### src/rtl/fir_sample_feeder.sv
// Sample FIFO and issue controller feeding the folded 8-tap FIR; one registered en/x strobe per filter computation.
// Optional FEEDER_BYPASS_EN: an empty, idle feeder loads the incoming sample straight into flt_x.
module fir_sample_feeder #(
    parameter int DEPTH = 4,
    parameter int WIDTH = 8
) (
    input  logic                     clk,
    input  logic                     rst,
    input  logic                     in_valid,
    input  logic [WIDTH-1:0]         in_data,
    output logic                     in_ready,
    input  logic                     flush,
    input  logic                     flt_ready,
    output logic                     flt_en,
    output logic [WIDTH-1:0]         flt_x,
    output logic [$clog2(DEPTH):0]   level
);
    localparam int AW = $clog2(DEPTH);
    localparam int LW = AW + 1;

    typedef enum logic {IDLE, WAIT} state_t;

    state_t           state;
    logic [WIDTH-1:0] mem [DEPTH];
    logic [AW-1:0]    wr_ptr, rd_ptr;
    logic             bypass, push, pop;

    assign in_ready = (level != LW'(DEPTH));

`ifdef FEEDER_BYPASS_EN
    assign bypass = !flush && state == IDLE && level == '0 && in_valid && flt_ready;
`else
    assign bypass = 1'b0;
`endif

    // flush wins over both sides; a bypassed sample never touches the FIFO
    assign pop  = !flush && state == IDLE && level != '0 && flt_ready;
    assign push = !flush && in_valid && in_ready && !bypass;

    always_ff @(posedge clk) begin
        if (push)
            mem[wr_ptr] <= in_data;
    end

    always_ff @(posedge clk or posedge rst) begin
        if (rst) begin
            wr_ptr <= '0;
            rd_ptr <= '0;
            level  <= '0;
        end else if (flush) begin
            wr_ptr <= '0;
            rd_ptr <= '0;
            level  <= '0;
        end else begin
            if (push)
                wr_ptr <= wr_ptr + 1'b1;
            if (pop)
                rd_ptr <= rd_ptr + 1'b1;
            if (push && !pop)
                level <= level + 1'b1;
            else if (!push && pop)
                level <= level - 1'b1;
        end
    end

    // WAIT holds off the next issue until the filter has visibly dropped ready
    always_ff @(posedge clk or posedge rst) begin
        if (rst) begin
            state  <= IDLE;
            flt_en <= 1'b0;
            flt_x  <= '0;
        end else begin
            flt_en <= 1'b0;
            case (state)
                IDLE: begin
                    if (pop || bypass) begin
                        flt_en <= 1'b1;
                        flt_x  <= bypass ? in_data : mem[rd_ptr];
                        state  <= WAIT;
                    end
                end
                WAIT: begin
                    if (!flt_ready)
                        state <= IDLE;
                end
                default: state <= IDLE;
            endcase
        end
    end
endmodule
### config.mk
export PLATFORM = sky130hd
export DESIGN_NAME = fir_sample_feeder
export DESIGN_NICKNAME = d
export VERILOG_FILES = /design/src/rtl/fir_sample_feeder.sv
export SDC_FILE = /design/constraint.sdc
export NUM_CORES = 1
export LEC_CHECK = 0
export CORE_MARGIN = 3
export CORE_UTILIZATION = 40
export DETAILED_ROUTE_END_ITERATION = 16
export PLACE_DENSITY = 0.72
export SETUP_SLACK_MARGIN = 0.05
export SYNTH_ARGS = -nofsm -noshare
export SYNTH_HDL_FRONTEND = slang
export SYNTH_SLANG_ARGS = --single-unit
export TNS_END_PERCENT = 100
### constraint.sdc
create_clock -name clk -period 2.9 [get_ports clk]
set_input_delay 0.58 -clock clk [delete_from_list [all_inputs] [get_ports clk]]
set_output_delay 0.58 -clock clk [all_outputs]
set_load 0.005 [all_outputs]
==> impl_metrics.toml <==
[timing]
fin_setup_tns_ns = 0
relSlewSlack = 0.536
finClkSkew_ns = 0.00747
fin_crit_sh = 0.882
period_minus_slack_ns = 2.56
hold_viol_final = 0
setup_viol = 0
tightest_slew_ns = 0.695
rsz0062_at_grt = "no"
timing.fmax_mhz = 391
hold-worst-slack_ns = 0.500
drv_slew = 0

[cts]
cts_buffers = 5
clock_path_buffers = 2
path_clk_slew_ns = 0.09
cts_tree = "done"
cts_root_buffer = "clkbuf_8"
h-tree-depth = 2
clkSinkCount = 49
hold_buffers = 0
insertion_delay_ns = 0.30
cts-resized-gates = 0
post_cts_buffers = 0

[synthesis]
synth_seq_area_share = 0.645
syn_area_mm2 = 0.00215
yosys_warnings = 0
ys.flop_type = "edfxtp_1"
synthArstFlopShare = 0.347
avgSynthCellArea_um2 = 15.7
synth-edff-count = 32
synth-seq-cells = 49
synth_fp_nets = 155
netlist.area_leader.share = 0.447
synth_cells = 137
synth.largest_area_cell = "edfxtp_1"
synth_area_leaders = "edfxtp_1, dfrtp_1, mux4_2, mux2_4, ha_1"
ys_types = 39

[power]
report.power.total_mw = 1.90
irDropWorstVdd_v = 0.000419
p_per_area_mw_per_mm2 = 741
power_leakage_nw = 0.948

[finish]
syn_to_final_growth_pct = 19.1
drive_gt1_frac = 0.182
layout_commonest_cell = "edfxtp_1"
final_nets = 182
diodes = 0
final_util = 0.499
final_cell_mix = "edfxtp_1, clkdlybuf4s50_1, dfrtp_1"

[worst_setup_path]
worstSetupStartpointType = "input port"
worstSetupEndpointType = "register"
worstPathArrival_ns = 2.76
cp-startpoint = "flt_ready"
required_ns = 3.10
r2r-start = "level[1]$_DFFE_PP0P_"
critPathKind = "input port to register"
cp_max_fo = 3

[floorplan]
ios = 26
floorplan.initialDensity = 0.418
die-width_um = 79.3
core_area_mm2 = 0.00514
design.die.area_mm2 = 0.00629
num_rows = 26
die_h_um = 79.3

[outcome]
status = "complete, no violations"

[global_route]
grt_antenna_before_repair = 0
grt_usage = 0.137
overflow = 0
grt_max_degree = 18
grt_pass1_vias = 1256
grt_pass1_wl_mm = 6.29

[place]
routabilityCongestion = 0.801
port_buffers = 25
dp_hpwl_mm = 2.62

[job]
drv_cap = 0

[routing]
vias = 1217
drc = 0
wire_per_inst_um = 16.1
detail-route-antenna-nets = 0
drtIter0Drc = 118
avgViaCountPerCell = 5.18
dr.pass1.iters = 4
finalWirelength_mm = 3.79

[worst_hold_path]
min-delay-start = "state$_DFF_PP0_"
hp-class = "register to register"
## registers in the layout (all words and copies together) (netlist names)
| name | cells |
|---|---|
| flt_x | 8 |
| mem | 32 |
| rd_ptr | 2 |
| wr_ptr | 2 |
| flt_en | 1 |
| state | 1 |
| level | 3 |
## final timing paths
check,to,slack [ns],cells past startpoint
max in group asynchronous,flt_x[7]$_DFFE_PP0P_,1.77,2
min in group asynchronous,flt_x[3]$_DFFE_PP0P_,0.68,2
min reg2reg,state$_DFF_PP0_,0.50,2
max,level[1]$_DFFE_PP0P_,0.34,10
min,state$_DFF_PP0_,0.50,2
max reg2reg,level[1]$_DFFE_PP0P_,0.41,9
## per-layer routing
layer | share of wire | global-route usage | vias up
met5 | 0 | 0 | -
met4 | 0.013 | 0.0412 | 0
met3 | 0.048 | 0.0420 | 5
met2 | 0.55 | 0.238 | 26
met1 | 0.39 | 0.162 | 618
li1 | - | - | 568
## worst max-delay path, stage by stage
cell             delay [ns]
clkdlybuf4s50_1        0.49
nand2b_1               0.08
or3_1                  0.34
inv_2                  0.07
nor3_1                 0.06
fa_1                   0.47
nor2_1                 0.11
nor2_1                 0.04
a211o_1                0.26
a221oi_1               0.25
## cells by family after synthesis
group | after synthesis | synth area share
xor gates and xnor gates | 3 | 0.0122
adders and majority gates | 5 | 0.0326
and+or+nand+nor | 34 | 0.0873
buffers and inverters | 15 | 0.0326
DFF | 49 | 0.645
muxes | 16 | 0.140
AOI/OAI and AO/OA | 15 | 0.0512
## synthesized netlist by cell type (2+ instances only)
library cell,number
o211ai_1,2
clkbuf_1,2
inv_1,5
nor4b_1,2
ha_1,4
dfrtp_1,17
buf_2,5
xnor2_1,3
nor2_1,9
nand2_1,5
mux2_4,8
o21bai_1,2
or3_1,2
nor2b_1,2
a21oi_1,2
mux4_2,8
nand3_1,3
edfxtp_1,32
and2_1,4
## per-stage QoR
stage / instance area [µm²] / std cells / setup slack [ns]
final: 2560 / 235 / 0.341
after global routing: 2560 / 235 / 0.142
after CTS: 2560 / 235 / 0.336
after detailed placement: 2470 / 227 / 0.0311
after global placement: 2470 / 227 / 0.0958
after floorplan: 2150 / 137 / 0.450
## final cells by class
class,count,area [µm²]
Tap cell,70,87.6
Clock buffer,5,68.8
Clock inverter,3,22.5
Fill cell,458,2580
Multi-Input combinational cell,73,694
Sequential cell,49,1390
Inverter,6,22.5
Timing Repair Buffer,29,280
## report_power, final
part | switching (mW) | internal [mW]
clock network | 0.226 | 0.171
registers | 0.101 | 0.853
logic | 0.199 | 0.348
total | 0.526 | 1.37
Power figures use the tool's default switching activity.
